<file path="src/rtl/enc_pkg.sv">
`default_nettype none
// ------------------------------------------------------------------
// enc_pkg - widths, LFSR taps and key bundle shared with the encrypter
// Rev 1.0
// ------------------------------------------------------------------
package enc_pkg;
  localparam int RAND9_W = 9;
  localparam int RAND6_W = 6;
  localparam int SEL_W   = 2;
  localparam int DATA_W  = 60;
  localparam int ENC_W   = 76;
  localparam int SEED_W  = RAND9_W + RAND6_W;
  localparam int CNT_W   = 16;

  // Fibonacci taps: x^9+x^5+1 and x^6+x^5+1
  localparam int TAP9_A = 8;
  localparam int TAP9_B = 4;
  localparam int TAP6_A = 5;
  localparam int TAP6_B = 4;

  typedef struct packed {
    logic [RAND9_W-1:0] rand9;
    logic [RAND6_W-1:0] rand6;
    logic [SEL_W-1:0]   func_sel;
  } enc_key_t;
endpackage
`default_nettype wire

</file>
<file path="src/rtl/enc_rand_gen_if.sv">
`default_nettype none
// ------------------------------------------------------------------
// enc_rand_gen_if - control, seed and key-bundle handshake signals
// Rev 1.0
// ------------------------------------------------------------------
interface enc_rand_gen_if;
  import enc_pkg::*;

  logic               en;
  logic               seed_load;
  logic [SEED_W-1:0]  seed_data;
  logic               key_ready;
  logic               key_valid;
  logic [RAND9_W-1:0] rand9;
  logic [RAND6_W-1:0] rand6;
  logic [SEL_W-1:0]   func_sel;
  logic               seq_wrap;
  logic [CNT_W-1:0]   key_count;

  modport master (
    input  en, seed_load, seed_data, key_ready,
    output key_valid, rand9, rand6, func_sel, seq_wrap, key_count
  );

  modport slave (
    output en, seed_load, seed_data, key_ready,
    input  key_valid, rand9, rand6, func_sel, seq_wrap, key_count
  );
endinterface
`default_nettype wire

</file>
<file path="src/rtl/enc_lfsr.sv">
`default_nettype none
// ------------------------------------------------------------------
// enc_lfsr - seedable Fibonacci LFSR with load/step/hold and zero-seed guard
// Rev 1.0
// ------------------------------------------------------------------
module enc_lfsr #(
  parameter int               WIDTH = 9,
  parameter int               TAP_A = 8,
  parameter int               TAP_B = 4,
  parameter logic [WIDTH-1:0] SEED  = WIDTH'(1)
) (
  input  wire logic             Clk,
  input  wire logic             Rst,
  input  wire logic             i_load,
  input  wire logic             i_step,
  input  wire logic [WIDTH-1:0] i_seed,
  output logic      [WIDTH-1:0] o_q
);
  logic [WIDTH-1:0] r_q;
  logic [WIDTH-1:0] w_seed;
  logic [WIDTH-1:0] w_next;

  // All-zero is the lock-up state, so it falls back to the build-time seed
  always_comb begin
    w_seed = (i_seed == '0) ? SEED : i_seed;
    w_next = {r_q[WIDTH-2:0], r_q[TAP_A] ^ r_q[TAP_B]};
  end

  always_ff @(posedge Clk) begin
    if (Rst) begin
      r_q <= SEED;
    end else if (i_load) begin
      r_q <= w_seed;
    end else if (i_step) begin
      r_q <= w_next;
    end
  end

  assign o_q = r_q;
endmodule
`default_nettype wire

</file>
<file path="src/rtl/enc_rand_gen.sv">
`default_nettype none
// ------------------------------------------------------------------
// enc_rand_gen - LFSR key-material source with valid/ready handshake.
// ENC_RAND_STATS_EN builds key_count and seq_wrap; otherwise both tie to 0.
// Rev 1.0
// ------------------------------------------------------------------
module enc_rand_gen
  import enc_pkg::*;
#(
  parameter logic [RAND9_W-1:0] SEED9 = 9'h1A5,
  parameter logic [RAND6_W-1:0] SEED6 = 6'h2B
) (
  input wire logic       Clk,
  input wire logic       Rst,
  enc_rand_gen_if.master bus
);
  localparam logic [1:0] c_IDLE = 2'd0;
  localparam logic [1:0] c_WARM = 2'd1;
  localparam logic [1:0] c_RUN  = 2'd2;

  logic [1:0]         r_state;
  logic [1:0]         w_state_nxt;
  logic               w_valid;
  logic               w_xfer;
  logic               w_step;
  logic [RAND9_W-1:0] w_q9;
  logic [RAND6_W-1:0] w_q6;
  enc_key_t           w_key;

  always_ff @(posedge Clk) begin
    if (Rst) begin
      r_state <= c_IDLE;
    end else begin
      r_state <= w_state_nxt;
    end
  end

  // A falling en only takes effect on a transfer so a presented bundle is never dropped
  always_comb begin
    w_state_nxt = r_state;
    if (bus.seed_load) begin
      w_state_nxt = c_WARM;
    end else begin
      case (r_state)
        c_IDLE:  if (bus.en) w_state_nxt = c_WARM;
        c_WARM:  w_state_nxt = c_RUN;
        c_RUN:   if (w_xfer && !bus.en) w_state_nxt = c_IDLE;
        default: w_state_nxt = c_IDLE;
      endcase
    end
  end

  always_comb begin
    w_valid = (r_state == c_RUN);
    w_xfer  = w_valid && bus.key_ready;
    w_step  = w_xfer && !bus.seed_load;
  end

  enc_lfsr #(.WIDTH(RAND9_W), .TAP_A(TAP9_A), .TAP_B(TAP9_B), .SEED(SEED9)) u_lfsr9 (
    .Clk    (Clk),
    .Rst    (Rst),
    .i_load (bus.seed_load),
    .i_step (w_step),
    .i_seed (bus.seed_data[SEED_W-1:RAND6_W]),
    .o_q    (w_q9)
  );

  enc_lfsr #(.WIDTH(RAND6_W), .TAP_A(TAP6_A), .TAP_B(TAP6_B), .SEED(SEED6)) u_lfsr6 (
    .Clk    (Clk),
    .Rst    (Rst),
    .i_load (bus.seed_load),
    .i_step (w_step),
    .i_seed (bus.seed_data[RAND6_W-1:0]),
    .o_q    (w_q6)
  );

  always_comb begin
    w_key.rand9    = w_q9;
    w_key.rand6    = w_q6;
    w_key.func_sel = w_q9[SEL_W-1:0] ^ w_q6[SEL_W-1:0];
  end

  assign bus.key_valid = w_valid;
  assign bus.rand9     = w_key.rand9;
  assign bus.rand6     = w_key.rand6;
  assign bus.func_sel  = w_key.func_sel;

`ifdef ENC_RAND_STATS_EN
  logic [RAND9_W-1:0] r_ref9;
  logic [RAND9_W-1:0] w_seed9;
  logic [RAND9_W-1:0] w_next9;
  logic               r_seq_wrap;
  logic [CNT_W-1:0]   r_key_count;

  // Reference follows the seed actually loaded, including the zero-seed fallback
  always_comb begin
    w_seed9 = (bus.seed_data[SEED_W-1:RAND6_W] == '0) ? SEED9 : bus.seed_data[SEED_W-1:RAND6_W];
    w_next9 = {w_q9[RAND9_W-2:0], w_q9[TAP9_A] ^ w_q9[TAP9_B]};
  end

  always_ff @(posedge Clk) begin
    if (Rst) begin
      r_ref9      <= SEED9;
      r_seq_wrap  <= 1'b0;
      r_key_count <= '0;
    end else begin
      if (w_xfer) begin
        r_key_count <= r_key_count + CNT_W'(1);
      end
      r_seq_wrap <= w_step && (w_next9 == r_ref9);
      if (bus.seed_load) begin
        r_ref9 <= w_seed9;
      end
    end
  end

  assign bus.seq_wrap  = r_seq_wrap;
  assign bus.key_count = r_key_count;
`else
  assign bus.seq_wrap  = 1'b0;
  assign bus.key_count = '0;
`endif
endmodule
`default_nettype wire

</file>
<file path="src/flat_wrapper.sv">
// flat-port wrapper written by rule: the top's interface ports become plain ports
module enc_rand_gen_flat import enc_pkg::*;
#(
  parameter logic [RAND9_W-1:0] SEED9 = 9'h1A5,
  parameter logic [RAND6_W-1:0] SEED6 = 6'h2B
)
  (Clk, Rst, bus_en, bus_seed_load, bus_seed_data, bus_key_ready, bus_key_valid, bus_rand9, bus_rand6, bus_func_sel, bus_seq_wrap, bus_key_count);
  enc_rand_gen_if bus_i ();
  input wire logic Clk;
  input wire logic Rst;
  input wire logic [$bits(bus_i.en)-1:0] bus_en;
  input wire logic [$bits(bus_i.seed_load)-1:0] bus_seed_load;
  input wire logic [$bits(bus_i.seed_data)-1:0] bus_seed_data;
  input wire logic [$bits(bus_i.key_ready)-1:0] bus_key_ready;
  output wire logic [$bits(bus_i.key_valid)-1:0] bus_key_valid;
  output wire logic [$bits(bus_i.rand9)-1:0] bus_rand9;
  output wire logic [$bits(bus_i.rand6)-1:0] bus_rand6;
  output wire logic [$bits(bus_i.func_sel)-1:0] bus_func_sel;
  output wire logic [$bits(bus_i.seq_wrap)-1:0] bus_seq_wrap;
  output wire logic [$bits(bus_i.key_count)-1:0] bus_key_count;
  assign bus_i.en = bus_en;
  assign bus_i.seed_load = bus_seed_load;
  assign bus_i.seed_data = bus_seed_data;
  assign bus_i.key_ready = bus_key_ready;
  assign bus_key_valid = bus_i.key_valid;
  assign bus_rand9 = bus_i.rand9;
  assign bus_rand6 = bus_i.rand6;
  assign bus_func_sel = bus_i.func_sel;
  assign bus_seq_wrap = bus_i.seq_wrap;
  assign bus_key_count = bus_i.key_count;
  enc_rand_gen #(.SEED9(SEED9), .SEED6(SEED6)) u_core (.Clk(Clk), .Rst(Rst), .bus(bus_i));
endmodule
</file>
<file path="config.mk">
export PLATFORM = sky130hd
export DESIGN_NAME = enc_rand_gen_flat
export DESIGN_NICKNAME = d
export VERILOG_FILES = /design/src/rtl/enc_pkg.sv /design/src/rtl/enc_rand_gen_if.sv /design/src/rtl/enc_lfsr.sv /design/src/rtl/enc_rand_gen.sv /design/src/flat_wrapper.sv
export SDC_FILE = /design/constraint.sdc
export NUM_CORES = 1
export LEC_CHECK = 0
export ABC_AREA = 1
export CAP_MARGIN = 40
export CORE_MARGIN = 10
export CORE_UTILIZATION = 30
export CTS_CLUSTER_DIAMETER = 50
export DETAILED_ROUTE_END_ITERATION = 16
export GPL_TIMING_DRIVEN = 0
export PLACE_DENSITY_LB_ADDON = 0.08
export SLEW_MARGIN = 40
export SYNTH_ARGS = -nofsm -noshare
export SYNTH_HDL_FRONTEND = slang
export SYNTH_SLANG_ARGS = --single-unit
</file>
<file path="constraint.sdc">
create_clock -name Clk -period 1.1 [get_ports Clk]
set_clock_uncertainty 0.2 [all_clocks]
set_input_delay 0.22 -clock Clk [delete_from_list [all_inputs] [get_ports Clk]]
set_output_delay 0.22 -clock Clk [all_outputs]
set_load 0.005 [all_outputs]
</file>
# [Word-level counts from Yosys, hierarchy flattened]
# Cells that the tools add are included.
[word_totals] romBits=0 ramBits=0 mem_count=0 in_bits=20 register_bits=17 wordCells=35 out_inout_bits=35 latchBits=0
[classes] addsub=0 bitwise=3 n_eq_ne=6 mul=0 muxes=10 div=0 reduce_logical=12 n_shift=0 magnitude_cmp=0
[op_table] op="2-to-1 mux 9 bit" count=3
[op_table] op="2-to-1 mux 6 bit" count=3
[op_table] op="logical NOT 9 bit" count=1
[op_table] op="logical NOT 6 bit" count=1
[op_table] op="one-hot mux 2 bit (3 select lines)" count=1
[op_table] op="2-to-1 mux 2 bit" count=2
[op_table] op="AND reduction 2 bit" count=2
[op_table] op="logical AND 1 bit" count=3
[op_table] op="inequality test 3 x 2 -> 1 bit, second input constant" count=1
[op_table] op="inequality test 3 bit, second input constant" count=1
[op_table] op="equality test 2 x 1 -> 1 bit, second input constant" count=1
[op_table] op="equality test 2 bit, second input constant" count=1
[op_table] op="logical NOT 1 bit" count=2
[op_table] op="logical NOT 2 bit" count=1
[op_table] op="inequality test 2 x 1 -> 1 bit, second input constant" count=1
[op_table] op="inequality test 2 bit, second input constant" count=1
[op_table] op="nonzero test 2 bit" count=1
[op_table] op="OR reduction 2 bit" count=1
[op_table] op="XOR 1 bit" count=2
[op_table] op="XOR 2 bit" count=1
[op_table] op="2-to-1 mux 1 bit" count=1

# [Depth between registers and ports, before layout]
[logic_depth] depth_word=6 mapped_depth=9 mapped_depth_nobuf=8

# [Modules after synthesis]
# Synthesis repeated with hierarchy kept, for this count alone.
[unflattened] cells_unflattened=161 hier_area_um2=1089.8
[modules_own_cells] module="enc_lfsr (u_core.u_lfsr9)" n_inst=1 cells_per_inst=73 area_each_um2=516.7 seq_area_each_um2=180.2
[modules_own_cells] module="enc_lfsr (u_core.u_lfsr6)" n_inst=1 cells_per_inst=55 area_each_um2=322.8 seq_area_each_um2=120.1
[modules_own_cells] module="enc_rand_gen" n_inst=1 cells_per_inst=33 area_each_um2=250.2 seq_area_each_um2=40.0

# [Worst setup path before layout]
# Ideal clock, no wire load.
[synth_timing] path_kind="register to register" from="register u_core.r_state[1]" to="register u_core.u_lfsr6.r_q[1] (netlist: u_core.u_lfsr6.o_q[1])" path_stages_with_launch=9 setup_ns=0.124 t_arrival_ns=0.926 path_slack_ns=-0.151 required_ns=0.776 period_less_slack_ns=1.251 n_path_buf=1 path_cell_list="dfxtp_1 inv_2 nor2_4 nand2_4 nand2_4 inv_2 buf_6 nand2_1 nand3_1"
[synth_between] elab_chain_cells=4
[synth_lines] element="from (decl)" line_no="enc_rand_gen.sv:21" rtl="logic [1:0] r_state;"
[synth_lines] element="from (signal assigned)" line_no="enc_rand_gen.sv:32" rtl="r_state <= c_IDLE;"
[synth_lines] element="from (signal assigned)" line_no="enc_rand_gen.sv:34" rtl="r_state <= w_state_nxt;"
[synth_lines] element="equality test 2 bit" line_no="enc_rand_gen.sv:54" rtl="w_valid = (r_state == c_RUN);"
[synth_lines] element="via bus_key_valid" line_no="flat_wrapper.sv:15" rtl="output wire logic [$bits(bus_i.key_valid)-1:0] bus_key_valid;"
[synth_lines] element="logical AND 1 bit" line_no="enc_rand_gen.sv:55" rtl="w_xfer = w_valid && bus.key_ready;"
[synth_lines] element="logical AND 1 bit" line_no="enc_rand_gen.sv:56" rtl="w_step = w_xfer && !bus.seed_load;"
[synth_lines] element="nonzero test 2 bit (no source line)"
[synth_lines] element="to (signal assigned)" line_no="enc_lfsr.sv:33" rtl="r_q <= w_seed;"
[synth_lines] element="to (signal assigned)" line_no="enc_lfsr.sv:35" rtl="r_q <= w_next;"
[synth_lines] element="to (decl)" line_no="enc_lfsr.sv:19" rtl="logic [WIDTH-1:0] r_q;"
# The timed path passes the listed nets, and every way through them passes these cells.
# A chain may end at the register's enable or synchronous reset.

# [Final worst setup path]
[layout_timing] from="register u_core.r_state[1]" to="register u_core.u_lfsr6.r_q[5] (netlist: u_core.u_lfsr6.o_q[5])"
[layout_between] elab_chain_cells=4
[layout_lines] element="equality test 2 bit" line_no="enc_rand_gen.sv:54"
[layout_lines] element="logical AND 1 bit" line_no="enc_rand_gen.sv:55"
[layout_lines] element="logical AND 1 bit" line_no="enc_rand_gen.sv:56"
[layout_lines] element="nonzero test 2 bit (no source line)"
# Every way passes these cells.

==> impl_metrics.yaml <==
cells_and_area:
  n_antenna_cell: 0
  fillerInstances: 366
  ff_latch_area_sq_um: 366.6
  fin_nets: 276
  drive_gt1_frac: 0.4118
  multi_input_area_sq_um: 673.1
  area_growth_pct: 74.64
  utilization: 0.5358
timing:
  final-setup-viol-count: 34
  post-route-min-period_ns: 1.380
  rsz0062_at_grt: "yes"
  timing.fmax_mhz: 724.4
  final-hold-violation-count: 0
  fin_crit_sh: 1.255
  worst_slack_ns: -0.2805
  maxSlewViolCount: 0
placement:
  numPortBuffers: 36
  gp_congestion: 0.7475
  hpwl_mm: 2.582
  preCtsSetupSlack_ns: -0.7148
global_route:
  antenna_found_initial: 0
  grt_pass1_vias: 1168
  grt_start_max_net_pins: 11
  grt_pass1_wl_mm: 5.623
  track_usage: 0.1085
  grt_overflow: 0
clock_tree:
  clkTransAtPathRegs_ns: 0.07
  numCtsBuffers: 3
  cts_tree: "yes"
  clock-sinks: 17
  cts.path.max_buffers: 2
  root_buffer: "clkbuf_8"
  cts.htree.levels: 1
  clock_latency_ns: 0.26
  hold_buffers: 0
die:
  start_util: 0.3068
  die_h_um: 80.96
  fp.coreArea_sq_mm: 0.003633
  dieArea_sq_mm: 0.006555
  die_w_um: 80.96
  io_pins: 55
  row_count: 22
routing:
  top_layer: "met4"
  drt-wirelength-per-cell_um: 11.97
  wl_met3_um: 276
  antenna_left: 0
  drt_iter0_markers: 58
  first_pass_iters: 4
  drc: 0
  dr_total_vias: 1246
  routed_via_density: 4.112
  drt_wl_total_mm: 3.628
  wl_met1_mm: 1.526
  dr_wl_met2_mm: 1.778
worst_setup_path:
  crit_path_start_kind: "flop"
  crit_buf_inv: 4
  cp.required_ns: 1.05
  path_class: "reg2reg"
  critical-path-top-delay-family: "simple AND/OR/NAND/NOR gates"
  cp_common_cell: "buf_6"
  endpoint_kind: "flop"
  critPathArrivalTime_ns: 1.33
  cpMaxStageDelayCell: "dfxtp_2"
  path_max_fanout: 5
  crit_chain: "inv_2 -> nor2_4 -> nand2_4 -> nand2_8 -> buf_6 -> buf_6 -> o21ai_2 -> inv_1 -> nand2_1"
  worst_path_largest_cell_delay_ns: 0.34
power_and_ir_drop:
  power_leakage_nw: 1.015
  power_density_mw_per_mm2: 939.0
  vdd_drop_max_mv: 0.4663
  total_power_mw: 1.828
hold_path:
  hp-class: "in2reg"
logic_synthesis:
  synth-seq-cells: 17
  synth_xor_area_frac: 0.02357
  synth_cells: 178
  synth_cell_types: 21
  synth_compound_area_frac: 0.1201
  synth_top_family_by_area: "simple AND/OR/NAND/NOR gates"
  yosysWarnings: 0
  synthAdderAreaFrac: 0
  syn_area_per_cell_sq_um: 6.263
  syn_area_sq_mm: 0.001115
  seq_area_frac_synth: 0.3053
  synth.area.mux_share: 0
  synthSimpleGateAreaFrac: 0.3210
outcome:
  violations: "negative setup slack"
  status: "complete, but fails checks"
job:
  maxCapViolations: 0
[per-stage QoR]
step / area, sq um / setup TNS, ns / hold slack [ns] / instances
global route: 1947 / -6.480 / 0.1350 / 303
detailed placement: 1598 / -13.33 / 0.2803 / 278
finish: 1947 / -4.619 / 0.1162 / 303
CTS: 1773 / -4.649 / 0.1345 / 299
floorplan: 1177 / -1.648 / 0.08165 / 194
global placement: 1598 / -13.26 / 0.2827 / 278
[area by class of cell]
type	count	share of cell area
clock buffers	4	0.02314
well taps	48	0.03085
flip-flops and latches	17	0.1883
plain buffers	23	0.09190
repair buffers	57	0.2757
multi-input cells	133	0.3458
inverters	21	0.04434
[synth_stat cells]
| master | count | area [sq um] |
|---|---|---|
| inv_4 | 1 | 6.260 |
| xnor2_1 | 1 | 8.760 |
| nand2_1 | 43 | 161.4 |
| nand2_4 | 2 | 22.52 |
| o211ai_1 | 1 | 7.510 |
| nor2_1 | 36 | 135.1 |
| nor2_4 | 1 | 11.26 |
| xor2_1 | 2 | 17.52 |
| o21ai_0 | 22 | 110.1 |
| nand3_1 | 3 | 15.01 |
| a21oi_1 | 2 | 10.01 |
| buf_6 | 2 | 22.52 |
| buf_4 | 18 | 135.1 |
| dfxtp_1 | 17 | 340.3 |
| conb_1 | 1 | 3.750 |
| buf_2 | 2 | 10.01 |
| nor2_2 | 2 | 12.51 |
| a31oi_1 | 1 | 6.260 |
| buf_1 | 1 | 3.750 |
| inv_1 | 18 | 67.56 |
| inv_2 | 2 | 7.510 |
[final timing paths]
check	from	end	slack (ns)	cells after the start
setup reg to reg	u_core.r_state[1]$_SDFFE_PP0P_	u_core.u_lfsr6.o_q[5]$_SDFFE_PP1P_	-0.28	9
setup / recovery	u_core.r_state[1]$_SDFFE_PP0P_	u_core.u_lfsr6.o_q[5]$_SDFFE_PP1P_	-0.28	9
hold / removal	bus_key_ready	u_core.u_lfsr6.o_q[1]$_SDFFE_PP1P_	0.12	3
hold reg to reg	u_core.r_state[0]$_SDFFE_PP0P_	u_core.r_state[1]$_SDFFE_PP0P_	0.29	2
[flip-flops by register name (all words and copies together), names as in the netlist]
name and flops:
u_core.u_lfsr9.o_q 9, u_core.u_lfsr6.o_q 6, u_core.r_state 2
[per-layer routing]
metal  vias to the layer above  global-route usage
li1                        665                   -
met5                         -                   0
met2                        28              0.1839
met1                       548              0.1209
met4                         0             0.04152
met3                         5             0.04084
[report_power, final]
part           total [mW]  internal, mW  switching (mW)
clock               0.487         0.258           0.229
sequential          0.712         0.672          0.0403
combinational       0.629         0.353           0.276
total                1.83          1.28           0.545
[kinds of logic (layout without fill, tap and decap cells)]
family,count (synthesis),after routing
flip-flops,17,17
AND/OR/NAND/NOR,87,87
other,1,17
AO/OA/AOI/OAI,26,26
buffers and inverters,44,105
XOR/XNOR,3,3
[cell usage in the layout, fill, tap and decap left out, types with 8 or more instances in the layout]
cell	count
buf_4	34
buf_6	19
clkdlybuf4s50_1	16
conb_1	17
dfxtp_2	15
inv_1	17
nand2_1	41
nor2_1	28
nor2_4	8
o21ai_0	13
[worst min-delay path, stage by stage]
cell	delay, ns
dlymetal6s2s_1	0.15
a31oi_1	0.12
nand3_2	0.05
[timing repair]
action / 4_1_cts / 5_1_grt
pin swaps: 5 / 7
gates cloned: 2 / 0
resized for setup: 111 / 38
setup endpoints to repair: 34 / 34
buffers inserted: 15 / 4
Power figures use the tool's default switching activity.
